==> src/rtl/led_seq_pkg.sv <==
// led_seq_pkg: shared types and default parameters for the LED pattern
// sequencer and its prescaler.
//   mode_e : pattern modes selectable over the config handshake
//   dir_e  : bounce direction for the SCAN pattern
package led_seq_pkg;

    typedef enum logic [1:0] {
        MODE_COUNT = 2'd0,
        MODE_SCAN  = 2'd1,
        MODE_BLINK = 2'd2,
        MODE_OFF   = 2'd3
    } mode_e;

    typedef enum logic {
        DIR_UP,
        DIR_DOWN
    } dir_e;

    // Board defaults: 4 LEDs, 100 ms steps at 33 MHz, 16-level brightness.
    localparam int DEF_NUM_LEDS = 4;
    localparam int DEF_TICK_DIV = 3300000;
    localparam int DEF_PWM_BITS = 4;

endpackage

==> src/rtl/led_tick_gen.sv <==
// led_tick_gen: divides clk by TICK_DIV and emits a registered one-cycle
// tick in the cycle after the divider reaches TICK_DIV-1.
//   i_clk    : system clock
//   i_reset  : synchronous active-high reset
//   i_enable : 1 = divider runs, 0 = divider holds and tick stays low
//   o_tick   : one-cycle step pulse
module led_tick_gen
    import led_seq_pkg::*;
#(
    parameter int TICK_DIV = DEF_TICK_DIV
) (
    input  logic i_clk,
    input  logic i_reset,
    input  logic i_enable,
    output logic o_tick
);

    localparam int CW = (TICK_DIV > 1) ? $clog2(TICK_DIV) : 1;
    localparam logic [CW-1:0] LAST = CW'(TICK_DIV - 1);

    logic [CW-1:0] r_div_cnt;
    logic          r_tick;

    always_ff @(posedge i_clk) begin
        if (i_reset) begin
            r_div_cnt <= '0;
            r_tick    <= 1'b0;
        end else if (i_enable) begin
            r_tick    <= (r_div_cnt == LAST);
            r_div_cnt <= (r_div_cnt == LAST) ? '0 : r_div_cnt + CW'(1);
        end else begin
            // Frozen: the count is held so counting resumes where it left off.
            r_tick    <= 1'b0;
        end
    end

    assign o_tick = r_tick;

endmodule

==> src/rtl/led_pattern_seq.sv <==
// led_pattern_seq: steps an LED pattern (count / scan / blink / off) on each
// prescaler tick and PWM-gates it onto the pins. Mode and duty arrive over a
// valid/ready handshake into a single pending slot that is applied on the
// next tick, so the pattern and brightness only ever change on a step.
//   clk, reset   : system clock, synchronous active-high reset
//   enable       : 1 = prescaler runs, 0 = pattern frozen (PWM keeps running)
//   cfg_valid    : config request valid
//   cfg_ready    : pending slot free
//   cfg_mode     : requested mode
//   cfg_duty     : requested brightness (all-ones = solid on, 0 = off)
//   tick         : one-cycle pulse per pattern step
//   pattern      : current pattern before PWM
//   led          : PWM-gated pattern, one cycle behind pattern
module led_pattern_seq
    import led_seq_pkg::*;
#(
    parameter int NUM_LEDS = DEF_NUM_LEDS,
    parameter int TICK_DIV = DEF_TICK_DIV,
    parameter int PWM_BITS = DEF_PWM_BITS
) (
    input  logic                clk,
    input  logic                reset,
    input  logic                enable,
    input  logic                cfg_valid,
    output logic                cfg_ready,
    input  mode_e               cfg_mode,
    input  logic [PWM_BITS-1:0] cfg_duty,
    output logic                tick,
    output logic [NUM_LEDS-1:0] pattern,
    output logic [NUM_LEDS-1:0] led
);

    localparam int MSB = NUM_LEDS - 1;

    logic                w_tick;

    mode_e               r_mode,      w_mode_nxt;
    logic [PWM_BITS-1:0] r_duty,      w_duty_nxt;
    dir_e                r_dir,       w_dir_nxt;
    logic [NUM_LEDS-1:0] r_pattern,   w_pat_nxt;
    logic                r_pend_vld,  w_pend_vld_nxt;
    mode_e               r_pend_mode, w_pend_mode_nxt;
    logic [PWM_BITS-1:0] r_pend_duty, w_pend_duty_nxt;

    logic [PWM_BITS-1:0] r_pwm_cnt;
    logic [NUM_LEDS-1:0] r_led;
    logic                w_gate;
    logic                w_accept;

    led_tick_gen #(
        .TICK_DIV (TICK_DIV)
    ) u_tick_gen (
        .i_clk    (clk),
        .i_reset  (reset),
        .i_enable (enable),
        .o_tick   (w_tick)
    );

    // Pattern value loaded on the apply tick instead of a step.
    function automatic logic [NUM_LEDS-1:0] mode_init(input mode_e m);
        logic [NUM_LEDS-1:0] v;
        case (m)
            MODE_SCAN:  v = NUM_LEDS'(1);
            MODE_BLINK: v = {NUM_LEDS{1'b1}};
            default:    v = '0;
        endcase
        return v;
    endfunction

    assign w_accept = cfg_valid & ~r_pend_vld;

    always_comb begin
        w_mode_nxt      = r_mode;
        w_duty_nxt      = r_duty;
        w_dir_nxt       = r_dir;
        w_pat_nxt       = r_pattern;
        w_pend_vld_nxt  = r_pend_vld;
        w_pend_mode_nxt = r_pend_mode;
        w_pend_duty_nxt = r_pend_duty;

        if (w_tick) begin
            if (r_pend_vld) begin
                // Only a slot captured before this tick is applied; a capture
                // in the tick cycle itself is still empty here and waits.
                w_mode_nxt     = r_pend_mode;
                w_duty_nxt     = r_pend_duty;
                w_pat_nxt      = mode_init(r_pend_mode);
                w_dir_nxt      = DIR_UP;
                w_pend_vld_nxt = 1'b0;
            end else begin
                case (r_mode)
                    MODE_COUNT: w_pat_nxt = r_pattern + NUM_LEDS'(1);
                    MODE_SCAN: begin
                        // Reverse at the end bits without repeating them.
                        if (r_dir == DIR_UP) begin
                            if (r_pattern[MSB]) begin
                                w_dir_nxt = DIR_DOWN;
                                w_pat_nxt = r_pattern >> 1;
                            end else begin
                                w_pat_nxt = r_pattern << 1;
                            end
                        end else begin
                            if (r_pattern[0]) begin
                                w_dir_nxt = DIR_UP;
                                w_pat_nxt = r_pattern << 1;
                            end else begin
                                w_pat_nxt = r_pattern >> 1;
                            end
                        end
                    end
                    MODE_BLINK: w_pat_nxt = ~r_pattern;
                    default:    w_pat_nxt = '0;
                endcase
            end
        end

        // Capture and apply never coincide: capture needs an empty slot,
        // apply needs a full one.
        if (w_accept) begin
            w_pend_vld_nxt  = 1'b1;
            w_pend_mode_nxt = cfg_mode;
            w_pend_duty_nxt = cfg_duty;
        end
    end

    always_ff @(posedge clk) begin
        if (reset) begin
            r_mode      <= MODE_COUNT;
            r_duty      <= {PWM_BITS{1'b1}};
            r_dir       <= DIR_UP;
            r_pattern   <= '0;
            r_pend_vld  <= 1'b0;
            r_pend_mode <= MODE_COUNT;
            r_pend_duty <= '0;
        end else begin
            r_mode      <= w_mode_nxt;
            r_duty      <= w_duty_nxt;
            r_dir       <= w_dir_nxt;
            r_pattern   <= w_pat_nxt;
            r_pend_vld  <= w_pend_vld_nxt;
            r_pend_mode <= w_pend_mode_nxt;
            r_pend_duty <= w_pend_duty_nxt;
        end
    end

    // Full duty bypasses the compare so all-ones means solid on rather than
    // on for 2^PWM_BITS-1 of every 2^PWM_BITS cycles.
    assign w_gate = (r_duty == {PWM_BITS{1'b1}}) || (r_pwm_cnt < r_duty);

    always_ff @(posedge clk) begin
        if (reset) begin
            r_pwm_cnt <= '0;
            r_led     <= '0;
        end else begin
            r_pwm_cnt <= r_pwm_cnt + PWM_BITS'(1);
            r_led     <= r_pattern & {NUM_LEDS{w_gate}};
        end
    end

    assign cfg_ready = ~r_pend_vld;
    assign tick      = w_tick;
    assign pattern   = r_pattern;
    assign led       = r_led;

endmodule

==> config.mk <==
export PLATFORM = sky130hd
export DESIGN_NAME = led_pattern_seq
export DESIGN_NICKNAME = d
export VERILOG_FILES = /design/src/rtl/led_seq_pkg.sv /design/src/rtl/led_tick_gen.sv /design/src/rtl/led_pattern_seq.sv
export SDC_FILE = /design/constraint.sdc
export NUM_CORES = 1
export LEC_CHECK = 0
export CORE_AREA = 8 8 101 112
export CTS_CLUSTER_DIAMETER = 100
export CTS_CLUSTER_SIZE = 30
export DETAILED_ROUTE_END_ITERATION = 12
export DIE_AREA = 0 0 109 120
export SYNTH_ARGS = -nofsm -noshare
export SYNTH_HDL_FRONTEND = slang
export SYNTH_HIERARCHICAL = 1
export SYNTH_SLANG_ARGS = --single-unit
export TNS_END_PERCENT = 5
==> constraint.sdc <==
create_clock -name clk -period 2.45 [get_ports clk]
set_input_delay 0.49 -clock clk [delete_from_list [all_inputs] [get_ports clk]]
set_output_delay 0.49 -clock clk [all_outputs]
set_load 0.01 [all_outputs]
# Word level (Yosys, flattened, before mapping)
# Index checks and enable logic that the tools add are counted.
dict set report totals {
  regBits 49
  output_inout_bits 10
}
dict set report classes {
  add_sub_neg 3
  order_cmp 1
  eq_ne 6
  n_mux 14
  bitwise_logic 5
  n_reduce_logical 7
}
# cell count
set op_table {}
lappend op_table {{adder 22 x 1 -> 22 bit, second input constant} 1}
lappend op_table {{== test 22 bit, second input constant} 1}
lappend op_table {{two-way mux 22 bit} 1}
lappend op_table {{two-way mux 4 bit} 4}
lappend op_table {{one-hot mux 4 bit (3 select lines)} 1}
lappend op_table {{adder 4 x 1 -> 4 bit, second input constant} 2}
lappend op_table {{one-hot mux 4 bit (2 select lines)} 1}
lappend op_table {{two-way mux 1 bit} 7}
lappend op_table {{bitwise AND 4 bit} 1}
lappend op_table {{== test 2 x 1 -> 1 bit, second input constant} 2}
lappend op_table {{== test 2 bit, second input constant} 2}
lappend op_table {{== test 4 bit, second input constant} 1}
lappend op_table {{less-than comparator 4 bit} 1}
lappend op_table {{inverter 4 bit} 1}
lappend op_table {{AND reduction 2 bit} 2}
lappend op_table {{nonzero test 2 bit} 2}
lappend op_table {{zero test 2 bit} 1}
lappend op_table {{inverter 1 bit} 2}
lappend op_table {{OR reduction 2 bit} 1}
lappend op_table {{bitwise AND 1 bit} 1}
lappend op_table {{logical OR 1 bit} 1}

# Logic depth before layout (Yosys ltp)
# Gate-level depths: netlist of the first run.
dict set report logic_depth {
  ltp_word 4
  mapped_depth 6
  mapped_depth_nobuf 6
}

# Modules after synthesis
# Netlist of the first run, hierarchy kept.
# module instances cells_each area_per_inst_um2
set modules_own_cells {}
lappend modules_own_cells {led_pattern_seq 1 152 1351.3}
lappend modules_own_cells {led_tick_gen 1 125 1221.2}

# Worst setup path before layout of the first run
# OpenSTA, ideal clock, no wires.
dict set report synth_path {
  path_kind {input-to-reg}
  startpoint {in enable}
  endpoint {reg u_tick_gen.r_div_cnt[16]}
  t_arrival_ns 1.610
  t_required_ns 2.384
  slack_ns 0.774
  cell_stages 5
  path_buffers 1
  path_cell_list {buf_6 -> nand4_1 -> or4_4 -> or3_1 -> a21oi_2}
}
# item line
set synth_lines {}
lappend synth_lines {{start, declared} led_pattern_seq.sv:23} ;# input logic enable,
lappend synth_lines {{end signal, assigned} led_tick_gen.sv:30} ;# r_div_cnt <= (r_div_cnt == LAST) ? '0 : r_div_cnt + CW'(1);
lappend synth_lines {{end, declared} led_tick_gen.sv:21} ;# logic [CW-1:0] r_div_cnt;

==> results of run 1 <==
cell type report:
type / count / area (um2)
clock buffer: 5 / 68.8
multi-input combinational: 203 / 1450
fill: 1014 / 6520
clock inverter: 3 / 65.1
sequential: 49 / 981
tap: 120 / 150
inverter: 13 / 48.8
timing repair buffer: 27 / 275
logic make-up (layout without fill, tap and decap cells):
logic type | count (synthesis) | in the layout | synth area share (%)
xor gates and xnor gates | 16 | 16 | 5.45
buffers and inverters | 25 | 48 | 5.64
muxes | 6 | 6 | 2.33
and+or+nand+nor | 120 | 120 | 28.6
DFF | 49 | 49 | 38.1
adders and majority gates | 8 | 8 | 3.89
AOI/OAI and AO/OA | 53 | 53 | 16.0
registers in the layout, indices dropped and copies added, names as in the netlist, 2 cells and up:
signal,count
r_pend_duty,4
r_mode,2
r_pwm_cnt,4
u_tick_gen/r_div_cnt,22
pattern,4
r_pend_mode,2
led,4
r_duty,4
per-stage QoR:
stage	worst slack (ns)	instances	utilization [%]	total power, W
3_3_place_gp	0.272	412	30.4	0.000953
4_1_cts	0.492	420	31.8	0.00163
5_1_grt	0.384	420	31.8	0.00168
2_1_floorplan	0.774	277	-	0.000917
3_5_place_dp	0.177	412	30.4	0.000955
6_report	0.470	420	31.8	0.00161
worst max-delay path: stages:
cell and delay (ns):
clkdlybuf4s50_1 0.51, and3_1 0.29, nand4_1 0.20, or4_1 0.52, a21oi_1 0.18
worst max-delay path by stage:
stage,start,end,slack [ns],depth (start not counted)
after global placement,enable,u_tick_gen/r_div_cnt[21]$_SDFFE_PP0P_,0.27,5
after global routing,enable,u_tick_gen/r_div_cnt[21]$_SDFFE_PP0P_,0.38,5
after floorplan,enable,u_tick_gen/r_div_cnt[16]$_SDFFE_PP0P_,0.77,5
final,enable,u_tick_gen/r_div_cnt[21]$_SDFFE_PP0P_,0.47,5
after CTS,pattern[1]$_SDFFE_PP0P_,pattern[1],0.49,1
after detailed placement,enable,u_tick_gen/r_div_cnt[21]$_SDFFE_PP0P_,0.18,5
metal layers:
layer  share of wire, %  GRT usage (%)
met5                  0              0
met4               0.41           2.40
met3                4.8           2.25
met2                 48           14.0
met1                 47           10.2
cell usage in the layout (no fill, tap or decap), types with 5 or more instances in the layout:
master and n:
xor2_1 8, nand4_1 9, nand2_1 21, mux2i_1 6, a21oi_1 12, inv_2 5, nand2b_1 5, clkbuf_8 5
clkdlybuf4s50_1 19, nor4_1 7, nand3_1 18, nor2_1 19, or3_1 5, dfxtp_1 49, buf_4 6, nor2_4 10
ha_1 8, o21ai_0 7, o41ai_2 5, inv_1 8, a31oi_1 7, xnor2_1 8
power by group through the flow:
| stage | logic, W | registers (W) | clock network [W] |
|---|---|---|---|
| after floorplan | 0.0000776 | 0.000839 | 0 |
| after global placement | 0.000113 | 0.000840 | 0 |
| after detailed placement | 0.000114 | 0.000841 | 0 |
| after CTS | 0.000115 | 0.000823 | 0.000696 |
| after global routing | 0.000126 | 0.000825 | 0.000725 |
| final | 0.000113 | 0.000822 | 0.000678 |
==> qor.yml, run 1 <==
drt:
  drt_wl_total_mm: 5.43
  initialDrtViolationCount: 68
  drc: 0
  routed_via_density: 4.90
  dr.pass1.iters: 4
  vias: 2059
  wl_per_cell_um: 12.9
  ant_nets: 0
pwr:
  intPower_w: 0.00127
  p_leak_nw: 1.14
  p_comb_share_pct: 7.0
  seq_power_share_pct: 50.9
  p_switching_w: 0.000343
  sw_frac_of_total_pct: 21.3
  peakVddDrop_mv: 0.294
  clockPowerShare_pct: 42.0
  power_density_nw_per_um2: 532
synth:
  synth_edf_count: 0
  synth.most_common_cell: "dfxtp_1"
  synth_area_leaders: "dfxtp_1 (38%), nor2_4 (4.4%), ha_1 (3.9%)"
  ys.warnings.count: 6
  avgSynthCellArea_um2: 9.29
  synth_cell_type_count: 53
  synthTopCellsByCount: "dfxtp_1 (49), nand2_1 (21), nor2_1 (19)"
  yosys.area.top_type_share_pct: 38.1
  synth_seq_area_share_pct: 38.1
  synthArstFlopShare_pct: 0
  synth.cell_area_um2: 2570
  syn_inst: 277
  synth_nets: 295
  synthFlopType: "dfxtp_1"
  synth_seq_cells: 49
  yosysTopAreaCell: "dfxtp_1"
clock_network:
  hold_buffers: 0
  clkLatencyLatePin_ns: 0.30
  cts_tree: "built"
  post_cts_buffers: 0
  cts_made_buffers: 5
  clkSinkCount: 49
  clock_path_buffers: 2
  cts-root-buf: "clkbuf_8"
  cts_resized: 0
  cts.clk_slew.worst_paths_ns: 0.10
  htree_num_levels: 2
critical_path:
  cp.arrival_ns: 2.20
  reg2reg_from: "u_tick_gen/r_div_cnt[0]$_SDFFE_PP0P_"
  critical_path_class: "input port to register"
  endpoint_kind: "register"
  worst-endpoint-required_ns: 2.67
  r2r_cells: 6
  start_kind: "input port"
  r2r_end: "u_tick_gen/r_div_cnt[21]$_SDFFE_PP0P_"
  critical_path.max_fanout: 5
  r2r_slack_ns: 0.67
sta:
  fin_setup_tns_ns: 0
  slew_violations: 0
  relSlewSlack_pct: 69.9
  rsz0062_at_grt: "no"
  setup_viol: 0
  finalClockSkew_ns: 0.0110
  fin_crit_sh_pct: 80.8
  clock.fmax_mhz: 505
  worstMarginPinSlew_ns: 0.449
  whs_ns: 0.477
  min_period_ns: 1.98
  hold_viol: 0
place:
  routabilityCongestion: 0.837
  dp_hpwl_mm: 3.93
  io_buffers: 19
  dpl-instance-area_um2: 2900
die:
  core_um2: 9560
  die_area_um2: 13100
  die-height_um: 120
  std_cell_rows: 38
  io_pins: 20
  start_util_pct: 26.9
  die_w_um: 109
final_layout:
  fin_nets: 317
  layout-drive-gt1-share_pct: 16.7
  syn_to_final_growth_pct: 18.0
  fin_area_um2: 3040
  num_antenna_cells: 0
worst_hold_path:
  min_from: "r_duty[2]$_SDFFE_PP1P_"
  min_path_cells: 2
  holdPathEnd: "r_duty[2]$_SDFFE_PP1P_"
  hold_path_class: "register to register"
grt:
  grt_antenna_before_repair: 0
  grtUsageTotal_pct: 8.39
  overflow: 0
  grt_pass1_vias: 1993
  grt_max_degree: 29
  grt_pass1_wl_mm: 9.05
outcome:
  outcome: "finished, final reports clean"
run:
  cap_viol_max_count: 0
(Power assumes the default switching activity.)
==> inputs of run 2 (changes only) <==
- clock period: 2.45 -> 1.8 ns (I/O delays scaled with it)
==> qor.yml, run 2 (synthesis gave the netlist of run 1 again) <==
outcome:
  outcome: "finished, final reports clean"  # unchanged
final_layout:
  largest_register_ffs: 22  # unchanged
  seqCellArea_um2: 983  # was 981 um2
  final_cell_mix: "dfxtp_1 (47), nand2_1 (21), nor2_1 (19), clkdlybuf4s50_1 (19), nand3_1 (18)"  # was dfxtp_1 (49), nand2_1 (21), nor2_1 (19), clkdlybuf4s50_1 (19), nand3_1 (18)
  multi_input_area_um2: 1460  # was 1450 um2
  final_common_cell: "dfxtp_1"  # unchanged
  finalNonFillerCells: 429  # was 420
  fill_cells: 988  # was 1014
  fin_nets: 326  # was 317
  final_util_pct: 32.3  # was 31.8%
  num_antenna_cells: 0  # unchanged
  layout-drive-gt1-share_pct: 20.1  # was 16.7%
  largest_register: "u_tick_gen/r_div_cnt"  # unchanged
  syn_to_final_growth_pct: 19.9  # was 18.0%
die:
  die-height_um: 120  # unchanged
  std_cell_rows: 38  # unchanged
  die_w_um: 109  # unchanged
  die_area_um2: 13100  # unchanged
  core_um2: 9560  # unchanged
  io_pins: 20  # unchanged
  start_util_pct: 26.9  # unchanged
pwr:
  p_switching_w: 0.000506  # was 0.000343 W
  p_leak_nw: 1.17  # was 1.14 nW
  intPower_w: 0.00146  # was 0.00127 W
  sw_frac_of_total_pct: 25.7  # was 21.3%
  clockPowerShare_pct: 35.2  # was 42.0%
  power_density_nw_per_um2: 638  # was 532 nW/um2
  peakVddDrop_mv: 0.313  # was 0.294 mV
  seq_power_share_pct: 56.8  # was 50.9%
  p_comb_share_pct: 8.0  # was 7.0%
sta:
  clock.fmax_mhz: 579
  hold_viol: 0  # unchanged
  fin_setup_tns_ns: 0  # unchanged
  worstMarginPinSlew_ns: 0.431  # was 0.449 ns
  relSlewSlack_pct: 71.1  # was 69.9%
  slew_violations: 0  # unchanged
  setup_viol: 0  # unchanged
  finalClockSkew_ns: 0.00848  # was 0.0110 ns
  rsz0062_at_grt: "no"  # unchanged
  fin_crit_sh_pct: 96.0
  min_period_ns: 1.73
drt:
  wl_per_cell_um: 12.8  # was 12.9 um
  ant_nets: 0  # unchanged
  drc: 0  # unchanged
  dr.pass1.iters: 4  # unchanged
  routed_via_density: 4.93  # was 4.90
  initialDrtViolationCount: 66  # was 68
  vias: 2113  # was 2059
  drt_wl_total_mm: 5.51  # was 5.43 mm
critical_path:
  slowest_stage: "clkdlybuf4s50_1"  # was or4_1
  path_cells: "clkdlybuf4s50_1, and3_1, nand4_1, or4_1, a21oi_1"  # unchanged
  worst-endpoint-required_ns: 2.04  # was 2.67 ns
  critical_path_class: "input port to register"  # unchanged
  critPathMaxStageDelay_ns: 0.52  # about the same
  r2r_slack_ns: 0.09  # was 0.67 ns
  start_kind: "input port"  # unchanged
  critical_path.max_fanout: 4  # was 5
  endpoint_kind: "register"  # unchanged
  cp.arrival_ns: 1.96  # was 2.20 ns
grt:
  grt_max_degree: 29  # unchanged
  grt_pass1_wl_mm: 9.36  # was 9.05 mm
  grt_pass1_vias: 2003  # was 1993
  overflow: 0  # unchanged
  grtUsageTotal_pct: 8.58  # was 8.39%
  grt_antenna_before_repair: 0  # unchanged
clock_network:
  clkLatencyLatePin_ns: 0.30  # about the same
  htree_num_levels: 2  # unchanged
  cts_tree: "built"  # unchanged
  clkSinkCount: 49  # unchanged
  cts.clk_slew.worst_paths_ns: 0.10  # about the same
  clock_path_buffers: 2  # unchanged
  cts-root-buf: "clkbuf_8"  # unchanged
  post_cts_buffers: 0  # unchanged
  cts_made_buffers: 5  # unchanged
place:
  place_inst: 421  # was 412
  dp_hpwl_mm: 4.03  # was 3.93 mm
  routabilityCongestion: 0.833  # was 0.837
  io_buffers: 19  # unchanged
worst_hold_path:
  hold_path_class: "register to register"  # unchanged
run:
  cap_viol_max_count: 0  # unchanged
[run 2: changes by cell type in the layout (fill, tap and decap cells not counted), sizes merged]
cell / previous run / this run
clkinv: 1 / 0
bufinv: 2 / 0
buf: 8 / 17
inv: 13 / 15
clkinvlp: 0 / 1
[run 2: routing by layer]
layer | GRT usage, % | routed length (um)
met2 | 13.9 | 2620
met4 | 3.00 | 69
met3 | 2.25 | 286
met5 | 0 | 0
met1 | 10.6 | 2530
[run 2: path summary, 6_finish.rpt]
| check | from | to | depth (start not counted) |
|---|---|---|---|
| worst max-delay path | enable | u_tick_gen/r_div_cnt[21]$_SDFFE_PP0P_ | 5 |
| worst min-delay path | r_duty[2]$_SDFFE_PP1P_ | r_duty[2]$_SDFFE_PP1P_ | 2 |
| worst max register to register | u_tick_gen/r_div_cnt[6]$_SDFFE_PP0P_ | u_tick_gen/r_div_cnt[18]$_SDFFE_PP0P_ | 4 |
| worst min register to register | r_duty[2]$_SDFFE_PP1P_ | r_duty[2]$_SDFFE_PP1P_ | 2 |
[run 2: power by group through the flow]
stage	Sequential, W	Combinational [W]	Clock [W]
after global placement	0.00114	0.000154	0
after floorplan	0.00114	0.000106	0
after detailed placement	0.00114	0.000157	0
after CTS	0.00112	0.000159	0.000727
final	0.00112	0.000158	0.000692
after global routing	0.00112	0.000173	0.000775
[run 2: final cells by class]
| type | instances | share of cell area [%] |
|---|---|---|
| Tap cell | 120 | 4.87 |
| Clock buffer | 5 | 2.23 |
| Multi-Input combinational cell | 203 | 47.4 |
| Clock inverter | 3 | 0.811 |
| Sequential cell | 49 | 31.9 |
| Inverter | 13 | 1.58 |
| Timing Repair Buffer | 36 | 11.2 |
[run 2: critical path, delay by kind of cell]
kind | cells | cell delay (ns)
simple gates | 3 | 0.93
compound gates | 1 | 0.15
buf+inv | 1 | 0.52
[run 2: timing repair]
item | in CTS | in global routing
gates resized for setup | 2 | 3
gates cloned | 0 | 0
pin swaps | 0 | 1
endpoints found under the setup margin | 2 | 12
hold buffers | 0 | 0
[run 2: per-stage QoR]
step                      hold slack [ns]  power (W)  cell area (um2)  setup slack [ns]
after global placement              0.448    0.00130             2970            -0.222
after CTS                           0.483    0.00201             3070            0.0726
after global routing                0.509    0.00207             3080           0.00261
final                               0.476    0.00197             3080            0.0725
after floorplan                     0.425    0.00125             2570             0.159
after detailed placement            0.459    0.00130             2970            -0.233
==> RTL edit, RTL diff (settings of run 1) <==
Remove the case item `MODE_COUNT` of the case on `r_mode`.
--- a/src/rtl/led_pattern_seq.sv
+++ b/src/rtl/led_pattern_seq.sv
@@ -90,5 +90,4 @@
             end else begin
                 case (r_mode)
-                    MODE_COUNT: w_pat_nxt = r_pattern + NUM_LEDS'(1);
                     MODE_SCAN: begin
                         // Reverse at the end bits without repeating them.
Formal check against the unedited RTL: same outputs for any inputs over 10 cycles, from zero or initial values and one cycle with reset high; that may be too few to reach the edited logic, so the function may still have changed.
==> RTL edit against run 1 <==
Synthesized cell count shrank 8.3%; routed wire length is 9.2% lower; cell area fell by 5.8%; synthesized area shrank 6.9%; fmax is 0.49% lower; global-route usage is 0.67 points lower; count of clock-buffer cells in the layout unchanged; cell count down 5.0%; total power shrank 6.5%; sequential share of layout area increased by 2.0 points; critical path depth decreased by 4; sequential cell count unchanged; worst setup slack got worse by 0.0097 ns; critical path type is now flip-flop to output pin; largest cell class unchanged; highest routed layer unchanged.
==> RTL edit: results (changes against run 1) <==
[worst_setup_path]
rr_endpoint=u_tick_gen/r_div_cnt[20]  ; was u_tick_gen/r_div_cnt[21]
cp_top_family=buffers and inverters  ; was simple AND/OR/NAND/NOR gates
cpPeakStageDelay_ns=0.62  ; was 0.52 ns
startpoint=u_tick_gen/o_tick  ; was enable
crit_end=tick  ; was u_tick_gen/r_div_cnt[21]
crit_fanout=13  ; was 5
crit_arrival_ns=1.50  ; was 2.20 ns
regToRegSetupSlack_ns=0.65  ; was 0.67 ns
crit_slowest_cell=clkdlybuf4s50_1  ; was or4_1

[hold_path]
hp-start=r_pwm_cnt[0]  ; was r_duty[2]
whs_path_depth=1  ; was 2
holdPathEnd=r_pwm_cnt[0]  ; was r_duty[2]

[route]
avgRoutedWirePerCell_um=12.4  ; was 12.9 µm
vias_per_cell=4.78  ; was 4.90
vias=1908  ; was 2059
drt_iter0_drc=54  ; was 68

[grt]
grt_pass1_vias=1814  ; was 1993
grt_max_degree=18  ; was 29
grt_pass1_wl_um=8290  ; was 9050 µm
grt_usage_pct=7.72  ; was 8.39%

[timing]
skew_ns=0.00757  ; was 0.0110 ns
whs_ns=0.475  ; was 0.477 ns
tightest_slew_ns=0.511  ; was 0.449 ns
period_minus_slack_ns=1.99  ; was 1.98 ns

[synthesis]
synth_area_per_cell_um2=9.43  ; was 9.29 µm²
synth_fa_ha_area_share_pct=4.18  ; was 3.89%
synth.yosys.seq_area_share_pct=41.0  ; was 38.1%
synthFlopType=dfxtp_1  ; unchanged
syn-num-nets=272  ; was 295
synthMuxAreaShare_pct=2.93  ; was 2.33%
synth_compound_area_share_pct=13.2  ; was 16.0%
yosysUniqueCellTypes=50  ; was 53
yosys_warnings=6  ; unchanged
synthTopCellsByCount=49 x dfxtp_1, 19 x nor2_1, 16 x nand2_1  ; was 49 x dfxtp_1, 21 x nand2_1, 19 x nor2_1
synth.area.top_cells=dfxtp_1 41%, nor2_4 4.7%, ha_1 4.2%  ; was dfxtp_1 38%, nor2_4 4.4%, ha_1 3.9%

[clocking]
root_buffer=clkbuf_8  ; unchanged
cts.repair.resized=0  ; unchanged

[power_and_ir_drop]
ir_worst_vdd_mv=0.290  ; was 0.294 mV
p_leak_nw=1.00  ; was 1.14 nW

[placed_design]
dp_hpwl_um=3760  ; was 3930 µm
place_congestion=0.815  ; was 0.837
post-place-ws_ns=0.274  ; was 0.177 ns

[outcome]
status=finished clean  ; unchanged

[cells_and_area]
final_nets=296  ; was 317
drive_above_1_share_pct=14.0  ; was 16.7%

-- RTL edit: metal layers --
metal	wire [µm]	global-route usage (%)	vias to the layer above
li1	-	-	956
met1	2210	8.99	906
met2	2400	13.1	37
met3	250	2.09	9
met4	70	2.91	0
met5	0	0	-
-- RTL edit: cell type report --
class | instances | area, µm² | area share (%)
timing repair buffer | 27 | 275 | 9.63
tap | 120 | 150 | 5.25
multi-input combinational | 181 | 1280 | 44.9
inverter | 14 | 52.6 | 1.84
sequential | 49 | 981 | 34.3
clock buffer | 5 | 68.8 | 2.41
clock inverter | 3 | 46.3 | 1.62
-- RTL edit: cell families after synthesis --
logic type	after synthesis
muxes	7
and+or+nand+nor	104
AOI/OAI and AO/OA	47
buffers and inverters	24
adders and majority gates	8
DFF	49
xor gates and xnor gates	15
-- RTL edit: report_power, final --
group,switching [W],internal [W]
logic,0.0000486,0.0000510
clock network,0.000276,0.000306
registers,0.0000161,0.000811
